==> config.mk <==
export PLATFORM = sky130hd
export DESIGN_NAME = uart_rx
export DESIGN_NICKNAME = d
export VERILOG_FILES = /design/src/rtl/uart_pkg.sv /design/src/rtl/uart_rx_sync.sv /design/src/rtl/uart_rx.sv
export SDC_FILE = /design/constraint.sdc
export NUM_CORES = 1
export LEC_CHECK = 0
export CELL_PAD_IN_SITES_DETAIL_PLACEMENT = 0
export CELL_PAD_IN_SITES_GLOBAL_PLACEMENT = 2
export CORE_MARGIN = 3
export CORE_UTILIZATION = 39
export CTS_CLUSTER_SIZE = 28
export DETAILED_ROUTE_END_ITERATION = 8
export GPL_TIMING_DRIVEN = 1
export PLACE_DENSITY = 0.81
export SYNTH_ARGS = -nofsm -noshare
export SYNTH_HDL_FRONTEND = slang
export SYNTH_HIERARCHICAL = 1
export SYNTH_SLANG_ARGS = --single-unit
export TNS_END_PERCENT = 5
==> constraint.sdc <==
create_clock -name i_clk -period 2.7 [get_ports i_clk]
set_input_delay 0.405 -clock i_clk [delete_from_list [all_inputs] [get_ports i_clk]]
set_output_delay 0.405 -clock i_clk [all_outputs]
set_load 0.01 [all_outputs]
==> src/rtl/uart_pkg.sv <==
`timescale 1ns/1ps
// Shared UART definitions for the receiver and transmitter: FSM states, parity and stop-bit codes.
// Latency: n/a (types and helpers only).
// Backpressure: n/a.
package uart_pkg;
    typedef enum logic [2:0] {IDLE, START, DATA, PARITY, STOP, DONE} uart_state_t;

    localparam int   DATA_BITS = 8;
    localparam int   PAR_EN    = 1;
    localparam logic PAR_EVEN  = 1'b0;
    localparam logic PAR_ODD   = 1'b1;

    // Stop-bit field encodes count-1.
    function automatic logic [2:0] stop_bits(input logic [1:0] code);
        return {1'b0, code} + 3'd1;
    endfunction

    function automatic logic parity_bit(input logic [DATA_BITS-1:0] d, input logic mode);
        logic p;
        p = ^d;
        if (mode == PAR_ODD) p = ~p;
        else if (mode == PAR_EVEN) p = ^d;
        return p;
    endfunction
endpackage

==> src/rtl/uart_rx_sync.sv <==
`timescale 1ns/1ps
// Metastability synchroniser for the serial line plus falling-edge detect.
// Latency: SYNC_STAGES clocks to rxd_s; fall_pulse is combinational from synchronised flops.
// Backpressure: none.
module uart_rx_sync #(
    parameter int SYNC_STAGES = 2
) (
    input  logic i_clk,
    input  logic i_reset_n,
    input  logic i_uart_rxd,
    output logic rxd_s,
    output logic fall_pulse
);
    logic [SYNC_STAGES-1:0] sync_q;
    logic                   rxd_d;

    always_ff @(posedge i_clk or negedge i_reset_n) begin
        if (!i_reset_n) begin
            sync_q <= '1;
            rxd_d  <= 1'b1;
        end else begin
            sync_q <= {sync_q[SYNC_STAGES-2:0], i_uart_rxd};
            rxd_d  <= sync_q[SYNC_STAGES-1];
        end
    end

    assign rxd_s      = sync_q[SYNC_STAGES-1];
    assign fall_pulse = rxd_d & ~rxd_s;
endmodule

==> src/rtl/uart_rx.sv <==
`timescale 1ns/1ps
// UART receive engine, 8 data bits, optional parity, 1-4 stop bits; UART_RX_MAJORITY_EN enables 2-of-3 voting.
// Latency: o_rx_valid 1 clk after the last stop-bit decision (decision is 1 clk later with voting).
// Backpressure: none; o_rx_valid is a single-cycle pulse and data/flags hold until the next frame.
module uart_rx
    import uart_pkg::*;
#(
    parameter int SYNC_STAGES = 2
) (
    input  logic        i_clk,
    input  logic        i_reset_n,
    input  logic [1:0]  i_parity,
    input  logic [1:0]  i_stop,
    input  logic [15:0] i_div,
    input  logic        i_rx_en,
    input  logic        i_uart_rxd,
    output logic [7:0]  o_rx_data,
    output logic        o_rx_valid,
    output logic        o_parity_err,
    output logic        o_frame_err,
    output logic        o_busy
);
    logic                 rxd_s;
    logic                 fall_pulse;
    uart_state_t          state;
    logic [15:0]          clk_cnt;
    logic [15:0]          div_q;
    logic [15:0]          mid;
    logic [1:0]           par_q;
    logic [1:0]           stop_q;
    logic [DATA_BITS-1:0] shift_q;
    logic [2:0]           bit_cnt;
    logic [2:0]           stop_cnt;
    logic                 par_err;
    logic                 frm_err;
    logic                 bit_tick;
    logic                 bit_val;

    uart_rx_sync #(.SYNC_STAGES(SYNC_STAGES)) u_sync (
        .i_clk      (i_clk),
        .i_reset_n  (i_reset_n),
        .i_uart_rxd (i_uart_rxd),
        .rxd_s      (rxd_s),
        .fall_pulse (fall_pulse)
    );

    assign mid = div_q >> 1;

`ifdef UART_RX_MAJORITY_EN
    logic smp_a;
    logic smp_b;

    // Votes over mid-1, mid and the live sample at mid+1.
    always_ff @(posedge i_clk or negedge i_reset_n) begin
        if (!i_reset_n) begin
            smp_a <= 1'b1;
            smp_b <= 1'b1;
        end else begin
            if (clk_cnt == mid - 16'd1) smp_a <= rxd_s;
            if (clk_cnt == mid)         smp_b <= rxd_s;
        end
    end

    assign bit_tick = (clk_cnt == mid + 16'd1);
    assign bit_val  = (smp_a & smp_b) | (smp_a & rxd_s) | (smp_b & rxd_s);
`else
    assign bit_tick = (clk_cnt == mid);
    assign bit_val  = rxd_s;
`endif

    always_ff @(posedge i_clk or negedge i_reset_n) begin
        if (!i_reset_n) begin
            state        <= IDLE;
            clk_cnt      <= '0;
            div_q        <= '0;
            par_q        <= '0;
            stop_q       <= '0;
            shift_q      <= '0;
            bit_cnt      <= '0;
            stop_cnt     <= '0;
            par_err      <= 1'b0;
            frm_err      <= 1'b0;
            o_rx_data    <= '0;
            o_rx_valid   <= 1'b0;
            o_parity_err <= 1'b0;
            o_frame_err  <= 1'b0;
            o_busy       <= 1'b0;
        end else if (!i_rx_en) begin
            state      <= IDLE;
            o_busy     <= 1'b0;
            o_rx_valid <= 1'b0;
        end else begin
            o_rx_valid <= 1'b0;
            if (state != IDLE) clk_cnt <= (clk_cnt == div_q) ? 16'd0 : clk_cnt + 16'd1;
            case (state)
                IDLE: begin
                    if (fall_pulse) begin
                        state   <= START;
                        clk_cnt <= '0;
                        div_q   <= i_div;
                        par_q   <= i_parity;
                        stop_q  <= i_stop;
                        o_busy  <= 1'b1;
                    end
                end
                START: begin
                    if (bit_tick) begin
                        if (bit_val) begin
                            state  <= IDLE;
                            o_busy <= 1'b0;
                        end else begin
                            state   <= DATA;
                            bit_cnt <= '0;
                            par_err <= 1'b0;
                            frm_err <= 1'b0;
                        end
                    end
                end
                DATA: begin
                    if (bit_tick) begin
                        shift_q  <= {bit_val, shift_q[DATA_BITS-1:1]};
                        bit_cnt  <= bit_cnt + 3'd1;
                        stop_cnt <= '0;
                        if (bit_cnt == 3'(DATA_BITS - 1)) state <= par_q[PAR_EN] ? PARITY : STOP;
                    end
                end
                PARITY: begin
                    if (bit_tick) begin
                        par_err <= bit_val ^ parity_bit(shift_q, par_q[0]);
                        state   <= STOP;
                    end
                end
                STOP: begin
                    if (bit_tick) begin
                        frm_err <= frm_err | ~bit_val;
                        if (stop_cnt + 3'd1 == stop_bits(stop_q)) begin
                            state        <= DONE;
                            o_rx_valid   <= 1'b1;
                            o_rx_data    <= shift_q;
                            o_parity_err <= par_err;
                            o_frame_err  <= frm_err | ~bit_val;
                        end else begin
                            stop_cnt <= stop_cnt + 3'd1;
                        end
                    end
                end
                DONE: begin
                    state  <= IDLE;
                    o_busy <= 1'b0;
                end
                default: begin
                    state  <= IDLE;
                    o_busy <= 1'b0;
                end
            endcase
        end
    end
endmodule

==> Yosys cells after proc, flatten, opt, wreduce, memory -nomap -nowiden <==
Index checks and enable logic that the tools add are counted.
{ "word_totals": {"in_bits": 24, "wordCells": 108, "regBits": 70, "out_inout_bits": 12} }
{ "op_classes": {"muxes": 42, "add_sub_neg": 4, "bitwise_logic": 5, "n_eq_ne": 23, "n_reduce_logical": 17} }
{ "op_table": {"columns": ["operator", "n"], "rows": [
  ["two-way mux 16 bit", 4],
  ["two-way mux 3 bit", 15],
  ["inequality test 3 bit, second input constant", 7],
  ["AND reduction 5 bit", 4],
  ["adder 16 x 1 -> 16 bit, second input constant", 1],
  ["== test 16 x 15 -> 1 bit", 1],
  ["== test 16 bit", 1],
  ["two-way mux 1 bit", 16],
  ["case mux 3 bit (5 select lines)", 1],
  ["inequality test 2 bit, second input constant", 7],
  ["case mux 3 bit (2 select lines)", 2],
  ["AND reduction 4 bit", 2],
  ["nonzero test 2 bit", 4],
  ["XOR reduction 8 bit", 1],
  ["AND reduction 7 bit", 1],
  ["adder 3 x 1 -> 3 bit, second input constant", 2],
  ["== test 3 x 2 -> 1 bit, second input constant", 2],
  ["== test 3 bit, second input constant", 2],
  ["AND reduction 3 bit", 2],
  ["case mux 1 bit (2 select lines)", 2],
  ["adder 2 x 1 -> 3 bit, second input constant", 1],
  ["== test 3 x 1 -> 1 bit, second input constant", 1],
  ["== test 3 bit", 1],
  ["logical NOT 3 bit", 1],
  ["9 further kinds", 10]
]} }

==> Logic depth before layout (Yosys ltp) <==
{ "depth": {"ltp_word": 9, "mapped_depth": 9, "mapped_depth_nobuf": 7} }

==> Modules after synthesis <==
Netlist, hierarchy kept.
{ "by_module_without_submodules": {"columns": ["mod", "instances", "area_each_um2", "seq_area_each_um2", "cells_per_inst"], "rows": [
  ["uart_rx", 1, 3694.8, 1676.6, 326],
  ["uart_rx_sync", 1, 92.6, 78.8, 4]
]} }

==> Worst setup path after synthesis <==
No wires, ideal clock.
{ "synth_path": {"path_type": "register -> register", "start": "reg clk_cnt[13]", "end": "reg o_parity_err", "arrival_time_ps": 1857, "slack_ps": 718, "t_required_ps": 2575, "stages_incl_launch_ff": 8, "path_buffers": 2, "cell_sequence": "dfrtp_1 > xor2_1 > nor4_2 > and4_1 > buf_6 > and3_4 > buf_12 > mux2_4"} }
{ "synth_between": {"elab_chain_len": 2} }
{ "synth_lines": {"columns": ["element", "line_no", "text"], "rows": [
  ["from (decl)", "uart_rx.sv:26", "logic [15:0] clk_cnt;"],
  ["from (signal assigned)", "uart_rx.sv:94", "if (state != IDLE) clk_cnt <= (clk_cnt == div_q) ? 16'd0 : clk_cnt + 16'd1;"],
  ["== test 16 x 15 -> 1 bit", "uart_rx.sv:67", "assign bit_tick = (clk_cnt == mid);"],
  ["AND reduction 4 bit (no line)", null, null],
  ["to (signal assigned)", "uart_rx.sv:140", "o_parity_err <= par_err;"],
  ["to (decl)", "uart_rx.sv:19", "output logic o_parity_err,"]
]} }
Every way passes these cells.
A chain may end at the register's enable or synchronous reset.

==> Final worst setup path <==
{ "layout_path": {"start": "reg clk_cnt[10]", "end": "reg o_rx_data[6]"} }
{ "layout_between": {"elab_chain_len": 2} }
{ "layout_lines": {"columns": ["element", "line_no", "text"], "rows": [
  ["== test 16 x 15 -> 1 bit", "uart_rx.sv:67", null],
  ["AND reduction 4 bit (no line)", null, null],
  ["to (signal assigned)", "uart_rx.sv:139", "o_rx_data <= shift_q;"],
  ["to (decl)", "uart_rx.sv:17", "output logic [7:0] o_rx_data,"]
]} }
Every way passes these cells.

==> out/qor.txt <==
STA
--------------------------------------------------------------------------------------
Max Slew Vio Count                                                                   0
Final Hold Violating Endpoints                                                       0
Period utilization                                                               83.7%
Setup repair after global routing missed its margin                                 no
Max frequency                                                                0.442 GHz
Actual transition at the worst max-transition pin                             0.501 ns
Clock period minus final worst setup slack                                     2.26 ns
Setup violation total in the final timing report                                     0
Clock Skews                                                                 0.00876 ns
Total negative setup slack                                                        0 ns
Slew margin rel.                                                                 66.6%

CLOCK TREE
--------------------------------------------------------------------------------------
CTS Hold Bufs                                                                        0
Count of instances resized after the clock tree is built                             0
Clock-pin slew on the worst setup and hold paths                               0.08 ns
TritonCTS clock tree                                                               yes
Number of levels the H-tree was split into                                           3
Sink Count                                                                          70
Library cell used as clock root buffer                                        clkbuf_8
Clock tree buffer depth                                                              2
Total CTS buffers                                                                    9
Post-CTS Setup Bufs                                                                  0
Clock latency on the worst-skew pair                                           0.35 ns

LOGIC SYNTHESIS
--------------------------------------------------------------------------------------
Most frequently used flop master after synthesis                               dfrtp_1
Number of distinct library cells after synthesis                                    51
Cell area after synthesis                                                   3790 sq um
Number of nets in the synthesized netlist                                          359
Gate count after technology mapping                                                330
Number of synthesis warnings                                                         6
Number of synthesized flops with an enable pin                                       0
Average instance area after synthesis                                       11.5 sq um
Async set or reset register ratio after synthesis                                 100%
Sequential area share after synthesis                                            46.3%
Synthesized flop and latch total                                                    70

WORST SETUP PATH
--------------------------------------------------------------------------------------
Endpoint of the most critical register-to-register path                   o_rx_data[6]
Type of origin of the critical path                                           register
Critical path data required time                                               2.94 ns
Critical path class                                                       register to register
Critical path origin                                                       clk_cnt[10]
Flop-to-flop setup slack                                                       0.44 ns
Worst-case reg-to-reg path depth                                                     5
Sort of element at the end of the critical path                               register
Critical Path Fanout Max                                                            11
Worst endpoint data arrival time                                               2.50 ns
Startpoint of the lowest-slack register-to-register path                   clk_cnt[10]

GRT
--------------------------------------------------------------------------------------
Global routing usage summed across all routing layers                            15.4%
Vias in the first global route                                                    2761
Antenna violations before repair                                                     0
Pin count of the biggest net entering global routing                                37
Overflow left after global routing                                                   0
Wire length of the first global-routing pass                                   13.6 mm

ROUTING
--------------------------------------------------------------------------------------
Count of nets left with antenna violations after detail routing                      0
First drt pass iteration count                                                       4
First DRT Iteration DRCs                                                            79
Total wire length after detailed routing                                       7.87 mm
Wire per inst                                                             15.6 microns
DRC viols                                                                            0
Total vias in the final route                                                     2590
Mean number of vias per cell                                                      5.15

RUN
--------------------------------------------------------------------------------------
Max cap viols                                                                        0

FLOORPLANNING
--------------------------------------------------------------------------------------
Total Die Area                                                             10900 sq um
Row Count                                                                           35
Effective utilization at floorplan                                               40.6%
Standard cell core area                                                     9330 sq um
Die Width                                                                  105 microns
Die boundary height                                                        105 microns
Top-Level Pins                                                                      36

WORST HOLD PATH
--------------------------------------------------------------------------------------
Hold crit path type                                                       input port to asynchronous set/reset pin

LAYOUT
--------------------------------------------------------------------------------------
Final-layout fill cell count                                                       883
Leading cell type in the layout, fill and taps excluded                        dfrtp_1
Layout Nets                                                                        398
Final Core Density                                                               47.9%
Antenna diodes                                                                       0
Final cell count without fillers                                                   503
Most used cells in the layout excluding fill and tap cells                dfrtp_1, clkdlybuf4s50_1, mux2_2
Layout cells sized above 1                                                       22.2%
Area grow syn2layout                                                             18.0%

POWER AND IR DROP
--------------------------------------------------------------------------------------
Power density of the placed cells                                          684 nW/um^2
Leakage power figure                                                           2.00 nW
Worst IR Drop VDD                                                               302 uV

RUN STATUS
--------------------------------------------------------------------------------------
Run status                                                                   completed

PLACEMENT
--------------------------------------------------------------------------------------
Weighted congestion reported at the end of routability-driven placement          0.782
Count of buffers inserted at the top-level ports                                    35
Placed cell count                                                                  487
Sum of net half-perimeters after detailed placement                            5.70 mm

critical path: stages (launching register included):
cell,delay (ns)
dfrtp_1,0.47
xor2_1,0.20
nor4_2,0.34
and4_1,0.41
and3_4,0.36
mux2_2,0.36
routing by layer:
| metal | vias up | share of wire (%) | global-route usage, % |
|---|---|---|---|
| met5 | - | 0 | 0 |
| met3 | 11 | 3.5 | 4.63 |
| met4 | 0 | 1.6 | 4.18 |
| li1 | 1269 | - | - |
| met2 | 39 | 49 | 25.6 |
| met1 | 1271 | 45 | 19.5 |
per-stage QoR:
| step | total power, mW | hold WS (ns) | cell area, sq um | setup WS [ns] |
|---|---|---|---|---|
| final | 3.06 | 0.0889 | 4470 | 0.440 |
| after global routing | 3.26 | 0.127 | 4470 | 0.284 |
| after CTS | 3.10 | 0.106 | 4470 | 0.414 |
| after detailed placement | 2.21 | 0.353 | 4260 | 0.323 |
| after global placement | 2.19 | 0.352 | 4260 | 0.341 |
| after floorplan | 1.98 | 0.109 | 3790 | 0.718 |
state kept, by name, summed over array words and instances (netlist names), 2 cells and up:
signal / cells
state: 3
u_sync/sync_q: 2
clk_cnt: 16
stop_cnt: 3
shift_q: 8
bit_cnt: 3
stop_q: 2
o_rx_data: 8
par_q: 2
div_q: 16
logic make-up (layout without fill, tap and decap cells):
kind of cell,Yosys count,after routing,share of synthesized area [%]
and+or+nand+nor,95,95,15.8
buffers and inverters,21,65,3.30
AOI/OAI and AO/OA,54,54,9.75
DFF,70,70,46.3
adders and majority gates,5,5,1.65
xor gates and xnor gates,44,44,10.2
muxes,41,41,13.0
power breakdown:
group / internal, mW / switching [mW]
registers: 1.21 / 0.195
clock network: 0.458 / 0.425
logic: 0.399 / 0.370
synth_stat cells, types with 3 or more instances:
library cell | instances | area, sq um
inv_1 | 4 | 15.0
nand2b_1 | 3 | 18.8
nand2_1 | 14 | 52.6
ha_1 | 5 | 62.6
xnor2_1 | 13 | 114
mux2_4 | 8 | 120
dfstp_2 | 3 | 78.8
o21ai_0 | 18 | 90.1
a22o_1 | 19 | 166
a21oi_1 | 8 | 40.0
and4_1 | 3 | 26.3
nor4_2 | 3 | 37.5
nand4_1 | 3 | 18.8
nand3_1 | 8 | 40.0
xor2_1 | 31 | 272
and3_1 | 9 | 56.3
nor4_1 | 6 | 37.5
nor2_1 | 13 | 48.8
and2_1 | 5 | 31.3
nor2b_1 | 5 | 31.3
mux2_2 | 32 | 360
dfrtp_1 | 67 | 1680
buf_2 | 8 | 40.0
nor3_1 | 9 | 45.0
how the worst max path moves through the flow:
| stage | endpoint | cells after the start | slack (ns) |
|---|---|---|---|
| 2_1_floorplan | o_parity_err | 7 | 0.72 |
| 3_3_place_gp | o_rx_data[6] | 6 | 0.34 |
| 3_5_place_dp | o_rx_data[6] | 6 | 0.32 |
| 4_1_cts | o_rx_data[6] | 5 | 0.41 |
| 5_1_grt | o_rx_data[6] | 5 | 0.28 |
| 6_report | o_rx_data[6] | 5 | 0.44 |
cell type report:
type	instances	area, sq um	share of cell area, %
Inverter	6	22.5	0.504
Timing Repair Buffer	43	418	9.35
Sequential cell	70	1760	39.3
Tap cell	129	161	3.61
Clock buffer	10	138	3.08
Clock inverter	6	68.8	1.54
Multi-Input combinational cell	239	1910	42.7
Note: power is estimated with default switching activity, not from simulation.
